$ cat src/rtl/rvm_mem_arbiter_pkg.sv
// Shared encodings and the arbitration rule for the fetch/load-store memory arbiter.
package rvm_mem_arbiter_pkg;

  localparam logic [1:0] ST_IDLE = 2'd0;
  localparam logic [1:0] ST_REQ  = 2'd1;
  localparam logic [1:0] ST_RSP  = 2'd2;
  localparam logic [1:0] ST_DONE = 2'd3;

  localparam logic OWN_I = 1'b0;
  localparam logic OWN_D = 1'b1;

  // Returns {win, owner}; on a tie the requester that was not served last wins.
  function automatic logic [1:0] arb_pick(input logic i_req, input logic d_req,
                                          input logic last_owner);
    if (i_req && d_req) return {1'b1, ~last_owner};
    else if (d_req)     return {1'b1, OWN_D};
    else if (i_req)     return {1'b1, OWN_I};
    else                return {1'b0, OWN_I};
  endfunction

endpackage

$ cat src/rtl/rvm_mem_arbiter.sv
// Single-outstanding round-robin arbiter between instruction fetch and load/store
// for one shared memory port, with a response timeout that reports an error.
module rvm_mem_arbiter
  import rvm_mem_arbiter_pkg::*;
#(
  parameter int XLEN    = 32,
  parameter int TIMEOUT = 255
) (
  input  logic              clk,
  input  logic              resetn,
  input  logic              i_req,
  input  logic [XLEN-1:0]   i_addr,
  output logic              i_ack,
  output logic [XLEN-1:0]   i_rdata,
  output logic              i_error,
  input  logic              d_req,
  input  logic [XLEN-1:0]   d_addr,
  input  logic              d_wen,
  input  logic [XLEN/8-1:0] d_strb,
  input  logic [XLEN-1:0]   d_wdata,
  output logic              d_ack,
  output logic [XLEN-1:0]   d_rdata,
  output logic              d_error,
  output logic              m_req,
  output logic [XLEN-1:0]   m_addr,
  output logic              m_wen,
  output logic [XLEN/8-1:0] m_strb,
  output logic [XLEN-1:0]   m_wdata,
  input  logic              m_gnt,
  input  logic              m_rvalid,
  input  logic [XLEN-1:0]   m_rdata,
  input  logic              m_error
);

  localparam int CNT_W = (TIMEOUT > 0) ? $clog2(TIMEOUT + 1) : 1;
  localparam logic [CNT_W-1:0] CNT_LAST = CNT_W'((TIMEOUT > 0) ? TIMEOUT - 1 : 0);
  localparam logic [CNT_W-1:0] CNT_MAX  = CNT_W'(TIMEOUT);

  logic [1:0]       state;
  logic             owner;
  logic             last_owner;
  logic [CNT_W-1:0] cnt;
  logic             win;
  logic             pick;
  logic             expired;
  logic             finish;
  logic [XLEN-1:0]  rsp_data;
  logic             rsp_err;

  assign m_req = (state == ST_REQ);
  assign i_ack = (state == ST_DONE) && (owner == OWN_I);
  assign d_ack = (state == ST_DONE) && (owner == OWN_D);

  // A response arriving in the same cycle the timeout expires takes priority.
  always_comb begin
    {win, pick} = arb_pick(i_req, d_req, last_owner);
    expired     = (TIMEOUT > 0) && (cnt >= CNT_LAST);
    finish      = 1'b0;
    rsp_data    = '0;
    rsp_err     = 1'b1;
    if (state == ST_REQ) begin
      finish = !m_gnt && expired;
    end else if (state == ST_RSP) begin
      finish = m_rvalid || expired;
      if (m_rvalid) begin
        rsp_data = m_rdata;
        rsp_err  = m_error;
      end
    end
  end

  always_ff @(posedge clk) begin
    if (!resetn) begin
      state      <= ST_IDLE;
      owner      <= OWN_I;
      last_owner <= OWN_I;
      cnt        <= '0;
      m_addr     <= '0;
      m_wen      <= 1'b0;
      m_strb     <= '0;
      m_wdata    <= '0;
      i_rdata    <= '0;
      i_error    <= 1'b0;
      d_rdata    <= '0;
      d_error    <= 1'b0;
    end else begin
      if ((state == ST_REQ || state == ST_RSP) && cnt != CNT_MAX)
        cnt <= cnt + 1'b1;

      case (state)
        ST_IDLE: begin
          if (win) begin
            owner      <= pick;
            last_owner <= pick;
            cnt        <= '0;
            m_addr     <= (pick == OWN_D) ? d_addr : i_addr;
            m_wen      <= (pick == OWN_D) && d_wen;
            m_strb     <= (pick == OWN_D) ? d_strb : '0;
            m_wdata    <= (pick == OWN_D) ? d_wdata : '0;
            state      <= ST_REQ;
          end
        end
        ST_REQ: begin
          if (m_gnt)       state <= ST_RSP;
          else if (finish) state <= ST_DONE;
        end
        ST_RSP: begin
          if (finish) state <= ST_DONE;
        end
        ST_DONE: state <= ST_IDLE;
        default: state <= ST_IDLE;
      endcase

      // Only the owner's response registers change, so the other side keeps its last result.
      if (finish) begin
        if (owner == OWN_D) begin
          d_rdata <= rsp_data;
          d_error <= rsp_err;
        end else begin
          i_rdata <= rsp_data;
          i_error <= rsp_err;
        end
      end
    end
  end

endmodule

$ cat config.mk
export PLATFORM = sky130hd
export DESIGN_NAME = rvm_mem_arbiter
export DESIGN_NICKNAME = d
export VERILOG_FILES = /design/src/rtl/rvm_mem_arbiter_pkg.sv /design/src/rtl/rvm_mem_arbiter.sv
export SDC_FILE = /design/constraint.sdc
export NUM_CORES = 1
export LEC_CHECK = 0
export ABC_CLOCK_PERIOD_IN_PS = 1910
export CAP_MARGIN = 25
export CELL_PAD_IN_SITES_DETAIL_PLACEMENT = 0
export CELL_PAD_IN_SITES_GLOBAL_PLACEMENT = 1
export CORE_MARGIN = 2
export CORE_UTILIZATION = 32
export DETAILED_ROUTE_END_ITERATION = 10
export PLACE_DENSITY = 0.88
export RECOVER_POWER = 25
export SYNTH_ARGS = -nofsm -noshare
export SYNTH_HDL_FRONTEND = slang
export SYNTH_SLANG_ARGS = --single-unit
$ cat constraint.sdc
create_clock -name clk -period 1.91 [get_ports clk]
set_input_delay 0.382 -clock clk [delete_from_list [all_inputs] [get_ports clk]]
set_output_delay 0.382 -clock clk [all_outputs]
set_load 0.02 [all_outputs]
==> results of run 1 <==
==> report_power, final <==
| group | internal [mW] | switching, mW |
|---|---|---|
| Clock | 1.85 | 1.49 |
| Sequential | 3.68 | 0.493 |
| Combinational | 2.17 | 2.11 |
==> path summary, 6_finish.rpt <==
path	start	endpoint	slack, ps	cells past startpoint
setup / recovery	d_rdata[14]$_SDFFE_PN0P_	d_rdata[14]	80	1
hold / removal	m_addr[26]$_SDFFE_PN0P_	m_addr[26]$_SDFFE_PN0P_	460	1
setup reg to reg	state[1]$_SDFFE_PN0P_	i_rdata[31]$_SDFFE_PN0P_	170	6
hold reg to reg	m_addr[26]$_SDFFE_PN0P_	m_addr[26]$_SDFFE_PN0P_	460	1
==> timing repair <==
action	4_1_cts	5_1_grt
setup endpoints to repair	3	11
gates resized for setup	8	6
hold endpoints to repair	0	0
==> cells in the mapped netlist (32+ instances only) <==
cell type  count  area share (%)
a22o_1        37             4.9
nand2_1       37             2.1
o221ai_1      32             4.3
a311oi_1      33             4.4
and3b_1       33             4.4
inv_1         39             2.2
mux2i_1       33             5.0
a21oi_1       38             2.9
nand3_1       38             2.9
o2bb2ai_1     32             4.3
a41oi_1       33             4.4
dfxtp_1      146              44
==> flip-flops by register name (all words and copies together) (netlist names), 2 cells and up <==
register and flops:
m_strb 4, d_rdata 32, cnt 8, m_wdata 32
m_addr 32, state 2, i_rdata 32
==> layout make-up <==
| cell class | count | area share [%] |
|---|---|---|
| multi-input cells | 411 | 30.6 |
| flip-flops and latches | 146 | 28.4 |
| repair buffers | 312 | 30.7 |
| inverters | 39 | 1.42 |
| well taps | 270 | 3.28 |
| clock inverters | 15 | 1.52 |
| clock buffers | 17 | 4.13 |
==> per-stage QoR <==
step	std cells	power, mW
CTS	1210	11.9
global route	1210	12.4
detailed placement	1178	8.54
floorplan	666	6.42
global placement	1178	8.48
finish	1210	11.8
==> logic make-up (layout without fill, tap and decap cells) <==
| kind of cell | count (synthesis) | count (layout) | synth area share, % |
|---|---|---|---|
| compound gates | 227 | 227 | 27.9 |
| flops | 146 | 146 | 44.3 |
| buf+inv | 109 | 383 | 8.24 |
| fa+ha+maj | 7 | 7 | 1.33 |
| simple gates | 144 | 144 | 13.2 |
| mux | 33 | 33 | 5.01 |
==> routing by layer <==
layer / track usage, % / vias to the layer above
met5: 0 / -
met4: 4.95 / 2
li1: - / 3104
met2: 30.4 / 150
met1: 24.4 / 3020
met3: 5.00 / 16
==> results by group, run 1 <==
Worst setup path
  • Crit path kind: reg -> out
  • Worst setup SP type: register
  • Worst Path Arrival: 1450 ps
  • Largest fanout on the critical path: 4
  • Largest delay share family, worst path: buffers and inverters
  • Largest stage delay, worst path: about 640 ps
  • Bufs and invs on worst path: 1
  • Crit-path cells: clkdlybuf4s50_1
  • CP endpoint kind: output port
  • CP required: 1530 ps
  • Slowest cell on crit path: clkdlybuf4s50_1

Synthesis
  • Seq/Total Area, Yosys: 44.3%
  • Yosys warnings: 0
  • Asr flop ratio synth: 0%
  • Yosys reg bits: 146
  • Synthesized netlist net count: 813
  • Top_reg_cell synth: dfxtp_1
  • Distinct cell type count after synthesis: 48
  • Avg Cell Area, Syn: 9.90 µm²
  • Synth Cell Area: 6590 µm²
  • Post-synth EDFFs: 0
  • Mapped Cells: 666

Layout
  • Area delta synth->final: 56.3%
  • Register area: 2920 µm²
  • Commonest non-fill, non-tap cell in the layout: clkdlybuf4s50_1
  • Commonest cells after routing, fill and taps aside: clkdlybuf4s50_1, dfxtp_1, inv_1
  • Final net count: 1074
  • Multi-input gate area: approximately 3100 µm²
  • Fillers: 1858
  • Final Util: 50.9%
  • Final Instance Area: around 10000 µm²
  • Antenna cells: 0
  • Ratio of cells with drive above 1 in the final layout: 8.83%

Detailed routing
  • Via density: approximately 5.2
  • Metal2 WL: 10200 µm
  • Post-route DRC violation count: 0
  • Final wirelength: 21100 µm
  • Drt first pass iters: 4
  • WL/cell: around 17 µm
  • Max Used Layer: met5
  • Met3 routed WL: about 1100 µm
  • Antenna-violating nets left: 0
  • Initial DRC count: 382
  • Total number of vias: between 6000 and 7000
  • M1 WL: 9550 µm

Die
  • I/O pins: 278
  • Initial Util: about 33%
  • Core area: 20200 µm²
  • Die Area: roughly 22000 µm²
  • Row count: 52
  • Die Ht: 148 µm
  • Die width: 148 µm

GRT
  • Tot GR Track Use: approximately a fifth
  • Initial antenna violation count: 1
  • Remaining global-route overflow: 0
  • Vias in the first global route: 5939
  • Global-route wire length before repair: 32700 µm
  • Largest net degree at the start of global routing: between 40 and 50

STA
  • Final hold vios: 0
  • Slew @ Worst Pin: a little under 600 ps
  • Final setup violation count: 0
  • Final min period: ~1800 ps
  • Clock Skew: between 15 and 20 ps
  • Max frequency: approximately 0.55 GHz
  • RSZ-0062 raised after global routing: no
  • Setup TNS: 0 ps
  • Final-report max-slew violation count: 0
  • Worst setup margin: between 70 and 80 ps
  • Max_slew headroom: about three fifths
  • Tcrit/Tclk final: ~96%
  • Final hold slack: roughly 460 ps

Status
  • Status: finished, final reports clean

Placed design
  • Area after DPL: 9730 µm²
  • RD Place Congestion: 0.753
  • Detailed Place HPWL: 14700 µm
  • Port Buffers: 277
  • Place WS: -25.6 ps

Clock network
  • H-tree depth: 4
  • Worst skew pair latency: 420 ps
  • Clock-pin slew on the worst setup and hold paths: 70 ps
  • Max clock buf depth: 2
  • CTS Hold Bufs: 0
  • CTS root buf: clkbuf_16
  • Post-CTS setup buffers: 0
  • CTS tree: done
  • CTS Buf Count: 17
  • TritonCTS Sinks: 146

Power and ir drop
  • Leak: approximately 3.9 nW
  • Worst vdd ir: 662 µV
  • Power Dens Cells: 1140 nW/µm²

Hold path
  • Min-Delay Path Class: reg -> reg

Flow run
  • Max-cap violations: 0
Power figures use the tool's default switching activity.
==> inputs of run 2 (changes only) <==
--- a/config.mk
+++ b/config.mk
@@ -14,6 +14,7 @@
 export DETAILED_ROUTE_END_ITERATION = 10
 export PLACE_DENSITY = 0.88
 export RECOVER_POWER = 25
+export REMOVE_ABC_BUFFERS = 1
 export SYNTH_ARGS = -nofsm -noshare
 export SYNTH_HDL_FRONTEND = slang
 export SYNTH_SLANG_ARGS = --single-unit
==> results by group, run 2 (synthesis gave the netlist of run 1 again) <==
Die
  • Die width: 148 µm (unchanged)
  • Die Area: 21800 µm² (unchanged)
  • Die Ht: 148 µm (unchanged)
  • Core area: 20200 µm² (unchanged)
  • I/O pins: 278 (unchanged)
  • Row count: 52 (unchanged)
  • Initial Util: 32.6% (unchanged)

GRT
  • Largest net degree at the start of global routing: 82 (was 47)
  • Global-route wire length before repair: 33700 µm (was 32700 µm)
  • Tot GR Track Use: 19.4% (was 18.6%)
  • Initial antenna violation count: 1 (unchanged)
  • Vias in the first global route: 5966 (was 5939)
  • Remaining global-route overflow: 0 (unchanged)

STA
  • Clock Skew: 11.1 ps (was 15.1 ps)
  • Worst setup margin: 40.3 ps (was 77.3 ps)
  • Slew @ Worst Pin: 508 ps (was 576 ps)
  • Final hold slack: 464 ps (was 460 ps)
  • Setup TNS: 0 ps (unchanged)
  • Final hold vios: 0 (unchanged)
  • Max_slew headroom: 66.0% (was 61.5%)
  • Final-report max-slew violation count: 0 (unchanged)
  • Max frequency: 0.535 GHz (was 0.546 GHz)
  • Tcrit/Tclk final: 97.9% (was 96.0%)
  • Final setup violation count: 0 (unchanged)
  • Final min period: 1870 ps (was 1830 ps)

Worst setup path
  • CP endpoint kind: output port (unchanged)
  • Bufs and invs on worst path: 1 (unchanged)
  • Largest fanout on the critical path: 2 (was 4)
  • Internal reg-to-reg setup slack: 130 ps (was 170 ps)
  • Largest delay share family, worst path: buffers and inverters (unchanged)
  • R2R cell count: 7 (was 6)
  • Slowest cell on crit path: clkdlybuf4s50_1 (unchanged)
  • Worst Path Arrival: 1490 ps (was 1450 ps)
  • Largest stage delay, worst path: 650 ps (was 640 ps)
  • Critical path origin: m_addr[15]$_SDFFE_PN0P_ (was d_rdata[14]$_SDFFE_PN0P_)
  • Worst path depth: 1 (unchanged)
  • Crit path kind: reg -> out (unchanged)
  • R2r startpoint: state[0]$_SDFFE_PN0P_ (was state[1]$_SDFFE_PN0P_)
  • CP required: 1530 ps (about the same)
  • Crit-path cells: clkdlybuf4s50_1 (unchanged)
  • Worst setup SP type: register (unchanged)

Placed design
  • Area after DPL: 9730 µm² (unchanged)
  • Detailed Place HPWL: 15100 µm (was 14700 µm)
  • RD Place Congestion: 0.812 (was 0.753)
  • Placed cell count: 1173 (was 1178)
  • Place WS: -28.6 ps (was -25.6 ps)
  • Port Buffers: 277 (unchanged)

Detailed routing
  • Final wirelength: 22000 µm (was 21100 µm)
  • Post-route DRC violation count: 0 (unchanged)
  • Drt first pass iters: 4 (unchanged)
  • Antenna-violating nets left: 0 (unchanged)
  • Via density: 5.28 (was 5.20)
  • WL/cell: 18.3 µm (was 17.5 µm)
  • Total number of vias: 6368 (was 6292)
  • Initial DRC count: 366 (was 382)

Layout
  • Final net count: 1070 (was 1074)
  • Final Instance Area: 10400 µm² (was 10300 µm²)
  • Ratio of cells with drive above 1 in the final layout: 8.55% (was 8.83%)
  • Fillers: 1855 (was 1858)
  • Area delta synth->final: 57.2% (was 56.3%)
  • Commonest cells after routing, fill and taps aside: clkdlybuf4s50_1, dfxtp_1, inv_1 (unchanged)
  • Post-Layout Cell Count: 1207 (was 1210)
  • Register area: 2930 µm² (was 2920 µm²)
  • Final Util: 51.2% (was 50.9%)
  • Commonest non-fill, non-tap cell in the layout: clkdlybuf4s50_1 (unchanged)
  • Multi-input gate area: 3160 µm² (was 3150 µm²)

Clock network
  • CTS root buf: clkbuf_16 (unchanged)
  • Clock-pin slew on the worst setup and hold paths: 80 ps (was 70 ps)
  • CTS Hold Bufs: 0 (unchanged)
  • CTS tree: done (unchanged)
  • CTS Buf Count: 17 (unchanged)
  • TritonCTS Sinks: 146 (unchanged)
  • H-tree depth: 4 (unchanged)
  • Max clock buf depth: 2 (unchanged)
  • Post-CTS setup buffers: 0 (unchanged)
  • Worst skew pair latency: 420 ps (about the same)

Power and ir drop
  • Leak: 3.91 nW (was 3.89 nW)
  • Power Dens Cells: 1160 nW/µm² (was 1140 nW/µm²)
  • Power Total: 12.0 mW (was 11.8 mW)
  • Worst vdd ir: 596 µV (was 662 µV)

Hold path
  • Min-Delay Path Class: reg -> reg (unchanged)
  • Hold depth: 1 (unchanged)
  • Hold_sp: m_addr[5]$_SDFFE_PN0P_ (was m_addr[26]$_SDFFE_PN0P_)

Flow run
  • Max-cap violations: 0 (unchanged)

Status
  • Status: finished, final reports clean (unchanged)
==> run 2: changes by cell type in the layout (fill, tap and decap cells not counted), moves of 2 or more <==
cell	delta
clkbuf_2	-2
clkinvlp_4	-3
buf_12	+2
inv_8	+2
buf_4	-5
ha_2	-2
inv_6	-3
==> run 2: worst reg2reg max path, stage by stage, from the launching register on <==
cell and delay [ps]:
dfxtp_2 390, inv_1 90, ha_1 280, buf_4 180, nand3b_2 190, o31ai_4 120
buf_12 200, a311oi_1 240
==> run 2: path summary, 6_finish.rpt <==
path | to
setup reg to reg | i_rdata[4]$_SDFFE_PN0P_
setup / recovery | m_addr[15]
hold / removal | m_addr[5]$_SDFFE_PN0P_
hold reg to reg | m_addr[5]$_SDFFE_PN0P_
==> run 2: power by group <==
group	switching, mW	internal (mW)	total, mW
combinational	2.13	2.16	4.29
sequential	0.498	3.68	4.18
clock	1.53	2.00	3.53
==> run 2: area by class of cell <==
cell class,count,share of cell area [%]
clock inverter,15,1.84
multi-input combinational,411,30.4
timing repair buffer,308,30.7
clock buffer,17,4.10
tap,270,3.26
antenna,1,0.0241
sequential,146,28.2
inverter,39,1.41
==> run 2: timing repair <==
item / 4_1_cts / 5_1_grt
cloned: 0 / 1
endpoints found under the setup margin: 6 / 38
gates resized for setup: 9 / 6
endpoints found under the hold margin: 0 / 0
==> run 2: layer usage <==
metal	GRT usage (%)	vias to the layer above	wire, µm
met5	0	-	0
met4	6.83	0	546
met3	4.51	32	994
met2	30.6	191	10900
met1	26.1	3040	9640
li1	-	3105	-
